==> config.mk <==
export PLATFORM = sky130hd
export DESIGN_NAME = timer_seg_scan_flat
export DESIGN_NICKNAME = d
export VERILOG_FILES = /design/src/rtl/timer_seg_scan_pkg.sv /design/src/rtl/timer_seg_scan_if.sv /design/src/rtl/timer_seg_scan_bcd_to_seg7.sv /design/src/rtl/timer_seg_scan.sv /design/src/flat_wrapper.sv
export SDC_FILE = /design/constraint.sdc
export NUM_CORES = 1
export LEC_CHECK = 0
export ABC_AREA = 0
export CORE_AREA = 2 2 79 81
export CTS_CLUSTER_DIAMETER = 120
export CTS_CLUSTER_SIZE = 10
export DETAILED_ROUTE_END_ITERATION = 10
export DIE_AREA = 0 0 81 83
export PLACE_DENSITY = 0.76
export RECOVER_POWER = 25
export REMOVE_ABC_BUFFERS = 1
export SETUP_SLACK_MARGIN = 0.4
export SLEW_MARGIN = 0
export SYNTH_ARGS = -nofsm -noshare
export SYNTH_HDL_FRONTEND = slang
export SYNTH_SLANG_ARGS = --single-unit
export TNS_END_PERCENT = 50
==> constraint.sdc <==
create_clock -name clock -period 3.1 [get_ports clock]
set_clock_uncertainty 0.05 [all_clocks]
set_input_delay 0.93 -clock clock [delete_from_list [all_inputs] [get_ports clock]]
set_output_delay 0.93 -clock clock [all_outputs]
set_load 0.01 [all_outputs]
==> src/rtl/timer_seg_scan_pkg.sv <==
// Shared constants for the timer display scanner: segment patterns, slot encoding, anode masks.
// All patterns are active-low {g,f,e,d,c,b,a}.
package seg_pkg;

  localparam logic [6:0] SEG_0     = 7'b1000000;
  localparam logic [6:0] SEG_1     = 7'b1111001;
  localparam logic [6:0] SEG_2     = 7'b0100100;
  localparam logic [6:0] SEG_3     = 7'b0110000;
  localparam logic [6:0] SEG_4     = 7'b0011001;
  localparam logic [6:0] SEG_5     = 7'b0010010;
  localparam logic [6:0] SEG_6     = 7'b0000010;
  localparam logic [6:0] SEG_7     = 7'b1111000;
  localparam logic [6:0] SEG_8     = 7'b0000000;
  localparam logic [6:0] SEG_9     = 7'b0010000;
  localparam logic [6:0] SEG_DASH  = 7'b0111111;
  localparam logic [6:0] SEG_BLANK = 7'h7F;

  localparam logic [1:0] SLOT_SEC0 = 2'd0;
  localparam logic [1:0] SLOT_SEC1 = 2'd1;
  localparam logic [1:0] SLOT_MIN0 = 2'd2;
  localparam logic [1:0] SLOT_MIN1 = 2'd3;

  localparam logic [3:0] AN_OFF = 4'b1111;

  // Active-low anode select for a scan slot.
  function automatic logic [3:0] an_select(input logic [1:0] slot);
    return ~(4'b0001 << slot);
  endfunction

endpackage

==> src/rtl/timer_seg_scan_if.sv <==
// Digit/status inputs from the timer control FSM and the multiplexed display drive outputs.
// master: the side that supplies digits and observes the display; slave: the scanner.
interface timer_seg_scan_if;

  logic [3:0] min_1;
  logic [3:0] min_0;
  logic [3:0] sec_1;
  logic [3:0] sec_0;
  logic       alarm;
  logic       paused;
  logic [3:0] an;
  logic [6:0] seg;
  logic       dp;

  modport master (
    output min_1, min_0, sec_1, sec_0, alarm, paused,
    input  an, seg, dp
  );

  modport slave (
    input  min_1, min_0, sec_1, sec_0, alarm, paused,
    output an, seg, dp
  );

endinterface

==> src/rtl/timer_seg_scan_bcd_to_seg7.sv <==
// Combinational BCD to active-low seven-segment decoder; non-decimal codes render as a dash.
module bcd_to_seg7
  import seg_pkg::*;
(
  input  logic [3:0] bcd_i,
  output logic [6:0] seg_o
);

  always_comb begin
    seg_o = SEG_DASH;
    case (bcd_i)
      4'd0:    seg_o = SEG_0;
      4'd1:    seg_o = SEG_1;
      4'd2:    seg_o = SEG_2;
      4'd3:    seg_o = SEG_3;
      4'd4:    seg_o = SEG_4;
      4'd5:    seg_o = SEG_5;
      4'd6:    seg_o = SEG_6;
      4'd7:    seg_o = SEG_7;
      4'd8:    seg_o = SEG_8;
      4'd9:    seg_o = SEG_9;
      default: seg_o = SEG_DASH;
    endcase
  end

endmodule

==> src/rtl/timer_seg_scan.sv <==
// Four-digit common-anode display scanner with per-frame digit snapshot, alarm blink and pause dp.
// Define SEG_LZB_EN to blank a leading zero in the minutes-tens position.
module timer_seg_scan
  import seg_pkg::*;
#(
  parameter int unsigned SCAN_DIV     = 100000,
  parameter int unsigned BLINK_FRAMES = 128
) (
  input  logic             clock,
  input  logic             reset,
  timer_seg_scan_if.slave  disp_io
);

  localparam int unsigned PrescW = (SCAN_DIV > 1) ? $clog2(SCAN_DIV) : 1;
  localparam int unsigned FrameW = (BLINK_FRAMES > 1) ? $clog2(BLINK_FRAMES) : 1;
  localparam logic [PrescW-1:0] PrescMax = PrescW'(SCAN_DIV - 1);
  localparam logic [FrameW-1:0] FrameMax = FrameW'(BLINK_FRAMES - 1);

  logic [PrescW-1:0] presc_q, presc_d;
  logic [1:0]        slot_q, slot_d;
  logic [3:0][3:0]   shadow_q, shadow_d;
  logic [FrameW-1:0] frame_q, frame_d;
  logic              blink_q, blink_d;
  logic [3:0]        an_q, an_d;
  logic [6:0]        seg_q, seg_d;
  logic              dp_q, dp_d;

  logic       tick;
  logic       frame_end;
  logic [3:0] cur_digit;
  logic [6:0] cur_seg;

  assign tick      = (presc_q == PrescMax);
  assign frame_end = tick && (slot_q == SLOT_MIN1);
  assign cur_digit = shadow_q[slot_q];

  bcd_to_seg7 u_dec (
    .bcd_i (cur_digit),
    .seg_o (cur_seg)
  );

  // Scan timing, snapshot and blink counters.
  always_comb begin
    presc_d  = tick ? '0 : presc_q + PrescW'(1);
    slot_d   = tick ? slot_q + 2'd1 : slot_q;
    shadow_d = shadow_q;
    frame_d  = frame_q;
    blink_d  = blink_q;
    if (frame_end) begin
      shadow_d = {disp_io.min_1, disp_io.min_0, disp_io.sec_1, disp_io.sec_0};
      if (frame_q == FrameMax) begin
        frame_d = '0;
        blink_d = ~blink_q;
      end else begin
        frame_d = frame_q + FrameW'(1);
      end
    end
  end

  // Display drive for the slot currently selected; lands on the pins one cycle later.
  always_comb begin
    an_d  = an_select(slot_q);
    seg_d = cur_seg;
    dp_d  = !((slot_q == SLOT_MIN0) && (!disp_io.paused || !blink_q));
`ifdef SEG_LZB_EN
    if ((slot_q == SLOT_MIN1) && (shadow_q[SLOT_MIN1] == 4'd0)) begin
      an_d = AN_OFF;
    end
`endif
    // Alarm blanking wins over the pause dp blink.
    if (disp_io.alarm && blink_q) begin
      an_d  = AN_OFF;
      seg_d = SEG_BLANK;
      dp_d  = 1'b1;
    end
  end

  always_ff @(posedge clock) begin
    if (reset) begin
      presc_q  <= '0;
      slot_q   <= SLOT_SEC0;
      shadow_q <= '0;
      frame_q  <= '0;
      blink_q  <= 1'b0;
      an_q     <= AN_OFF;
      seg_q    <= SEG_BLANK;
      dp_q     <= 1'b1;
    end else begin
      presc_q  <= presc_d;
      slot_q   <= slot_d;
      shadow_q <= shadow_d;
      frame_q  <= frame_d;
      blink_q  <= blink_d;
      an_q     <= an_d;
      seg_q    <= seg_d;
      dp_q     <= dp_d;
    end
  end

  assign disp_io.an  = an_q;
  assign disp_io.seg = seg_q;
  assign disp_io.dp  = dp_q;

endmodule

==> src/flat_wrapper.sv <==
// flat-port wrapper written by rule: the top's interface ports become plain ports
module timer_seg_scan_flat import seg_pkg::*;
#(
  parameter int unsigned SCAN_DIV     = 100000,
  parameter int unsigned BLINK_FRAMES = 128
)
  (clock, reset, disp_io_min_1, disp_io_min_0, disp_io_sec_1, disp_io_sec_0, disp_io_alarm, disp_io_paused, disp_io_an, disp_io_seg, disp_io_dp);
  timer_seg_scan_if disp_io_i ();
  input  logic clock;
  input  logic reset;
  input wire logic [$bits(disp_io_i.min_1)-1:0] disp_io_min_1;
  input wire logic [$bits(disp_io_i.min_0)-1:0] disp_io_min_0;
  input wire logic [$bits(disp_io_i.sec_1)-1:0] disp_io_sec_1;
  input wire logic [$bits(disp_io_i.sec_0)-1:0] disp_io_sec_0;
  input wire logic [$bits(disp_io_i.alarm)-1:0] disp_io_alarm;
  input wire logic [$bits(disp_io_i.paused)-1:0] disp_io_paused;
  output wire logic [$bits(disp_io_i.an)-1:0] disp_io_an;
  output wire logic [$bits(disp_io_i.seg)-1:0] disp_io_seg;
  output wire logic [$bits(disp_io_i.dp)-1:0] disp_io_dp;
  assign disp_io_i.min_1 = disp_io_min_1;
  assign disp_io_i.min_0 = disp_io_min_0;
  assign disp_io_i.sec_1 = disp_io_sec_1;
  assign disp_io_i.sec_0 = disp_io_sec_0;
  assign disp_io_i.alarm = disp_io_alarm;
  assign disp_io_i.paused = disp_io_paused;
  assign disp_io_an = disp_io_i.an;
  assign disp_io_seg = disp_io_i.seg;
  assign disp_io_dp = disp_io_i.dp;
  timer_seg_scan #(.SCAN_DIV(SCAN_DIV), .BLINK_FRAMES(BLINK_FRAMES)) u_core (.clock(clock), .reset(reset), .disp_io(disp_io_i));
endmodule
# Word-level counts from Yosys, hierarchy flattened
# Memories as Yosys holds them, arrays and structs flattened. A register that Yosys moved wholly into a read port is not among the register bits.
# Cells that the tools add are included.
# op_classes
mul	0
shifts	1
n_mux	3
div	0
order_cmp	1
addsub	3
n_eq_ne	4
n_reduce_logical	10
n_bitwise	2
# ops
op	count
$add A17 B1 Y17 const B	1
$eq A17 B17 Y1 const B	1
$bmux W4 S2	1
$add A7 B1 Y7 const B	1
$eq A7 B7 Y1 const B	1
$mux W7	1
$eq A2 B2 Y1 const B	2
$mux W4	1
$not A4 Y4	1
$reduce_or A2 Y1	2
$shl A1 B2 Y4 const A	1
$logic_and A1 B1 Y1	3
$logic_not A1 Y1	3
$lt A2 B3 Y1 const B	1
$add A2 B1 Y2 const B	1
$reduce_and A2 Y1	1
$logic_or A1 B1 Y1	1
$not A1 Y1	1
# totals
wordCells	35
regBits	48
memories	1
latchBits	0
rom_bits	112
mem_bits_rw	0
# memory_table
name	words	width	rd	rd_clocked_by_memory_dff	write_ports	line	text
(name not given)	16	7	1	1	0	timer_seg_scan_bcd_to_seg7.sv:11	case (bcd_i)

# Depth between registers and ports, before layout
# Gate-level depths: netlist of run 1.
# logic_depth
depth_word	4
ltp_mapped	8

# Hierarchy
# Synthesis of run 1 repeated with hierarchy kept, for this count alone.
# unflattened
cells_unflattened	295
hier_area_um2	2616.3
# by_module_without_submodules
mod	area_each_um2	cells_each	seq_area_each_um2	n_inst
timer_seg_scan	2376.0	264	1101.1	1
bcd_to_seg7	240.2	31	0.0	1

# Least setup slack after synthesis of run 1
# No wires, ideal clock.
# synth_timing
path_type	flip-flop to flip-flop
start	register u_core.slot_q[0]
end	register u_core.seg_q[4], in the netlist u_core.disp_io.seg[4]
synth_period_minus_slack_ns	1.971
slack_ns	1.129
t_arrival_ns	1.789
path_stages_with_launch	9
cell_sequence	dfxtp_1 -> buf_2 -> mux4_2 -> inv_1 -> ha_1 -> inv_1 -> mux2_2 -> mux2i_1 -> nand2_1
# synth_between
elab_chain_cells	2
# synth_lines
item	line	text
start, declared	timer_seg_scan.sv:20	logic [1:0] slot_q, slot_d;
start signal, assigned	timer_seg_scan.sv:90	slot_q <= slot_d;
$bmux W4 S2	timer_seg_scan.sv:35	assign cur_digit = shadow_q[slot_q];
$mux W4 (not written as such)	timer_seg_scan.sv:35	
end, declared	timer_seg_scan.sv:25	logic [6:0] seg_q, seg_d;
# Every way passes these cells. The select of a mux whose other input is x is not followed.
# A chain may end at the register's enable or synchronous reset.

# Worst setup path in the final report of run 1
# layout_timing
start	register u_core.presc_q[0]
end	register u_core.frame_q[4]
# layout_between
elab_chain_cells	2
# layout_lines
item	line	text
start, declared	timer_seg_scan.sv:19	logic [PrescW-1:0] presc_q, presc_d;
start signal, assigned	timer_seg_scan.sv:89	presc_q <= presc_d;
$eq A17 B17 Y1	timer_seg_scan.sv:33	assign tick = (presc_q == PrescMax);
$logic_and A1 B1 Y1	timer_seg_scan.sv:34	assign frame_end = tick && (slot_q == SLOT_MIN1);
end signal, assigned	timer_seg_scan.sv:92	frame_q <= frame_d;
end, declared	timer_seg_scan.sv:22	logic [FrameW-1:0] frame_q, frame_d;
# Every way passes these cells.

==> results.yml, run 1 <==
worst_setup_path:
  critPathMaxStageDelay_ns: 0.52
  worst_ep_required_time_ns: 3.29
  cp-start-kind: "register"
  cp_cell_sequence: "ha_1, and4_1, nand4_1, clkbuf_1, or4_1, a21oi_1"
  cp_top_family: "simple AND/OR/NAND/NOR gates"
  worst-setup-path-type: "register to register"
  critPathArrivalTime_ns: 2.63
  crit_slowest_cell: "or4_1"
  end_kind: "register"
  crit_fanout: 23
  crit_buf_inv: 1
clock_network:
  hold_buffers: 0
  cts_htree_levels: 2
  ctsResizeCount: 0
  cts_tree: "yes"
  cts_setup_buffers: 0
  clkLatencyLatePin_ns: 0.30
  cts.clk_slew.worst_paths_ns: 0.09
  numCtsBuffers: 5
  cts-root-buf: "clkbuf_8"
  cts_sinks: 55
  cts_buffer_depth: 2
cells_and_area:
  area_delta_synth_final_pct: 17.27
  nets: 336
  drive_gt1_frac: 0.06536
  layout_commonest_cell: "dfxtp_1"
  final_core_util: 0.5099
  final_cell_mix: "dfxtp_1, clkdlybuf4s50_1, a21oi_1, o21ai_0, nand3_1"
  stdcell_count: 381
  diodes: 0
  stdcell_area_sq_um: 2965
  regArea_sq_um: 1101
  n_fill_cell: 552
  multiInputGateArea_sq_um: 1308
global_route:
  grt_pass1_wl_um: 8694
  overflow: 0
  grt_max_degree: 27
  antenna_found_initial: 0
  first_global_vias: 1977
  track_usage: 0.1581
yosys:
  synthCells: 280
  synth_edf_count: 0
  yosys_most_used_dff: "dfxtp_1"
  synthArstFlopShare: 0
  synth.top_cell.area_share: 0.4354
  synth-seq-cells: 55
  synth_area_per_cell_sq_um: 9.031
  synth.distinct_cells: 41
  yosysWarnings: 0
  ys_seq_area_frac: 0.4354
  synthTopCellsByArea: "dfxtp_1, a21oi_1, ha_1, o21ai_0, nand3_1"
  yosys.area.top_type: "dfxtp_1"
  netlist_area_sq_um: 2529
place:
  hpwlAfterDp_um: 3628
  place_ws_ns: 0.6947
  place_area_sq_um: 2884
  dp.cells: 373
  gp_congestion: 0.7973
  io_buffers: 31
routing:
  drt-initial-drc-count: 96
  wire_per_inst_um: 13.56
  viasPerCell: 5.535
  ant_nets: 0
  drc: 0
  vias: 2109
  dr.pass1.iters: 4
  drt_wl_total_um: 5165
timing:
  tns_ns: 0
  max_freq_mhz: 409.3
  tightest_slew_ns: 0.8445
  rsz0062_at_grt: "false"
  max_slew_margin: 0.4370
  fin_crit_sh: 0.7882
  setup_violations: 0
  finalHoldViolCount: 0
  hold_ws_ns: 0.4315
  setup_ws_ns: 0.6565
  drv_slew: 0
  timing.final.crit_period_ns: 2.443
floorplanning:
  chipHeight_um: 83
  core_area_sq_um: 5816
  num_rows: 28
  ios: 32
  die-area_sq_um: 6723
  initial_utilization: 0.4348
  die_w_um: 81
pwr:
  p_leak_nw: 0.9692
  power_density_nw_per_um2: 391.3
  vdd_ir_drop_max_uv: 227.2
  power_mw: 1.160
run:
  max_cap_violations: 0
hold_path:
  hp-class: "register to register"
outcome:
  status: "complete, no violations"
-- flip-flops by register name (all words and copies together) (netlist names) --
signal,count
u_core.frame_q,7
u_core.presc_q,17
u_core.disp_io.an,4
u_core.slot_q,2
u_core.disp_io.seg,7
u_core.disp_io.dp,1
u_core.blink_q,1
u_core.shadow_q,16
-- power breakdown --
group	internal, mW	total, mW	switching, mW
Clock	0.158	0.383	0.225
Sequential	0.714	0.719	0.00466
Combinational	0.0346	0.0582	0.0236
Total	0.907	1.16	0.253
-- synthesized netlist by cell type (2+ instances only) --
master and n:
a21o_1 2, a21oi_1 28, and3_1 2, and4_1 4, and4bb_1 2, buf_2 6
clkbuf_1 10, dfxtp_1 55, ha_1 11, inv_1 11, mux2i_1 2, mux4_2 4
nand2_1 18, nand3_1 25, nand4_1 4, nand4b_1 3, nor2_1 18, nor3_1 3
nor4_1 5, o21ai_0 26, o31ai_1 5, or2_2 2, or3_1 2, or4_1 4
xnor2_1 10, xor2_1 3
-- logic make-up after synthesis --
family | synth area share
xor gates and xnor gates | 0.04503
adders and majority gates | 0.05443
AOI/OAI and AO/OA | 0.1455
and+or+nand+nor | 0.2241
muxes | 0.04800
DFF | 0.4354
buffers and inverters | 0.04750
-- worst paths after layout --
check / slack [ns] / endpoint / startpoint / cells after the start
worst min-delay path: 0.43 / u_core.shadow_q[11] / u_core.shadow_q[11] / 2
worst max-delay path: 0.66 / u_core.frame_q[4] / u_core.presc_q[0] / 6
worst max register to register: 0.66 / u_core.frame_q[4] / u_core.presc_q[0] / 6
worst min register to register: 0.43 / u_core.shadow_q[11] / u_core.shadow_q[11] / 2
-- worst register-to-register path: cells and delay by family (launching register included) --
family          cells  cell delay [ns]
compound gates      1             0.16
fa+ha+maj           1             0.25
buf+inv             1             0.45
flops               1             0.39
simple gates        3             1.09
-- metal layers --
| metal | vias to the layer above | track usage | wire [um] |
|---|---|---|---|
| li1 | 1055 | - | - |
| met1 | 998 | 0.2052 | 2307 |
| met2 | 51 | 0.2637 | 2537 |
| met3 | 5 | 0.03913 | 276 |
| met4 | 0 | 0.03390 | 43 |
| met5 | - | 0 | 0 |
-- layout make-up --
class                      instances  area share
clock buffer                       6     0.02447
inverter                          11     0.01392
sequential                        55      0.3713
tap                               75     0.03165
multi-input combinational        197      0.4409
timing repair buffer              35      0.1135
clock inverter                     2    0.004219
(Power assumes the default switching activity.)
==> run 2: changes to the inputs <==
Clock period 3.1 ns to 2.3 ns, I/O delays scaled along.
==> run 2 against run 1 <==
- sequential share of layout area decreased by 1.4 points
- first-iteration DRC count is 13% higher
- register-to-register slack worse by 0.24 ns
- sequential power rose by 35%
- count of clock-buffer cells in the layout down 1
- largest cell class unchanged
==> results.yml, run 2 (synthesis results as in run 1) <==
floorplanning:
  die_w_um: 81
  core_area_sq_um: 5816
  chipHeight_um: 83
  ios: 32
  num_rows: 28
  die-area_sq_um: 6723
  initial_utilization: 0.4348
worst_setup_path:
  cp_top_family: "buffers and inverters"
  crit_slowest_cell: "clkdlybuf4s50_1"
  r2r_cells: 7
  worst_ep_required_time_ns: 1.56
  worst-setup-path-type: "register to primary output"
  critPathArrivalTime_ns: 1.17
  crit_fanout: 1
  cp-start-kind: "register"
  critPathMaxStageDelay_ns: 0.52
  rrSetupSlack_ns: 0.42
  cp_cell_sequence: "clkdlybuf4s50_1"
  crit_buf_inv: 1
  path_depth: 1
  end_kind: "primary output"
global_route:
  antenna_found_initial: 0
  overflow: 0
  grt_max_degree: 23
  track_usage: 0.1645
  grt_pass1_wl_um: 8921
  first_global_vias: 2010
timing:
  finalHoldViolCount: 0
  hold_ws_ns: 0.4056
  max_freq_mhz: 522.2
  timing.final.crit_period_ns: 1.915
  setup_ws_ns: 0.3852
  setup_violations: 0
  tns_ns: 0
  rsz0062_at_grt: "true"
  max_slew_margin: 0.7447
  fin_crit_sh: 0.8325
  drv_slew: 0
  tightest_slew_ns: 0.3794
pwr:
  p_leak_nw: 1.044
  power_density_nw_per_um2: 523.0
  vdd_ir_drop_max_uv: 338.3
routing:
  dr.pass1.iters: 4
  ant_nets: 0
  viasPerCell: 5.457
  drc: 0
  drt_wl_total_um: 5444
  wire_per_inst_um: 13.82
  drt-initial-drc-count: 108
  vias: 2150
cells_and_area:
  reg_top3: "u_core.presc_q: 17 flops, u_core.shadow_q: 16 flops"
  n_fill_cell: 519
  area_delta_synth_final_pct: 22.76
  nets: 349
  largest_register_ff_count: 17
  regArea_sq_um: 1109
  top_register: "u_core.presc_q"
  multiInputGateArea_sq_um: 1323
  diodes: 0
  layout_commonest_cell: "dfxtp_1"
  final_core_util: 0.5338
  final_cell_mix: "dfxtp_1, a21oi_1, clkdlybuf4s50_1, o21ai_0, nand3_1"
  drive_gt1_frac: 0.1348
place:
  hpwlAfterDp_um: 3749
  gp_congestion: 0.8470
  place_ws_ns: 0.2764
  io_buffers: 31
clock_network:
  cts_htree_levels: 2
  cts.clk_slew.worst_paths_ns: 0.12
  hold_buffers: 0
  cts_buffer_depth: 2
  clkLatencyLatePin_ns: 0.32
  cts-root-buf: "clkbuf_8"
  numCtsBuffers: 5
  cts_sinks: 55
  cts_tree: "yes"
hold_path:
  hp-class: "register to register"
  worstHoldPathCells: 1
outcome:
  status: "complete, no violations"
run:
  max_cap_violations: 0
==> run 2: cell count changes in the layout (fill, tap and decap cells not counted), sizes merged <==
cell / before / now
buf: 3 / 16
clkbuf: 7 / 6
clkdlybuf4s25: 0 / 2
clkdlybuf4s50: 30 / 27
clkinv: 1 / 0
dlygate4sd2: 0 / 1
inv: 11 / 13
==> run 2: final cells by class <==
type	instances	share of cell area
multi-input cells	197	0.4260
flip-flops and latches	55	0.3571
repair buffers	48	0.1423
well taps	75	0.03023
clock buffers	5	0.02217
inverters	11	0.01330
clock inverters	3	0.008867
==> run 2: metrics by stage <==
stage          total power [mW]  instance area (sq um)  cells
2_1_floorplan             1.010                   2450    263
3_3_place_gp              1.074                   2937    380
3_5_place_dp              1.075                   2937    380
4_1_cts                   1.642                   3040    388
5_1_grt                   1.689                   3104    394
6_report                  1.623                   3104    394
==> run 2: worst register-to-register path: cells and delay by family, from the launching register on <==
kind                     cells  cell delay (ns)
adder cells (fa/ha/maj)      1             0.13
flip-flops                   1             0.40
AND/OR/NAND/NOR              1             0.06
multiplexers                 3             0.95
buffers and inverters        2             0.16
==> run 2: final timing paths <==
path                                       startpoint                    end
worst max-delay path            u_core.disp_io.seg[5]         disp_io_seg[5]
worst min-delay path                u_core.presc_q[0]      u_core.presc_q[0]
worst max register to register       u_core.slot_q[0]  u_core.disp_io.seg[4]
worst min register to register      u_core.presc_q[0]      u_core.presc_q[0]
==> run 2: repair_timing <==
item                                   in CTS  in global routing
endpoints found under the hold margin       0                  0
cloned                                      0                  1
setup endpoints to repair                  13                 35
resized for setup                           6                 13
buffers inserted                            0                  5
pin swaps                                   1                  2
==> run 2: report_power, final <==
group	leakage (nW)	switching, mW	total [mW]	internal (mW)
logic	0.549	0.0328	0.0808	0.0480
clock network	0.0467	0.347	0.573	0.227
registers	0.448	0.00685	0.969	0.963
total	1.04	0.386	1.62	1.24
==> run 2: metal layers <==
layer / global-route usage / wire length, um / vias up / share of wire
met2: 0.2735 / 2631 / 48 / 0.48
li1: - / - / 1083 / -
met5: 0 / 0 / - / 0
met1: 0.2084 / 2557 / 1013 / 0.47
met3: 0.03696 / 203 / 6 / 0.037
met4: 0.05239 / 51 / 0 / 0.0094
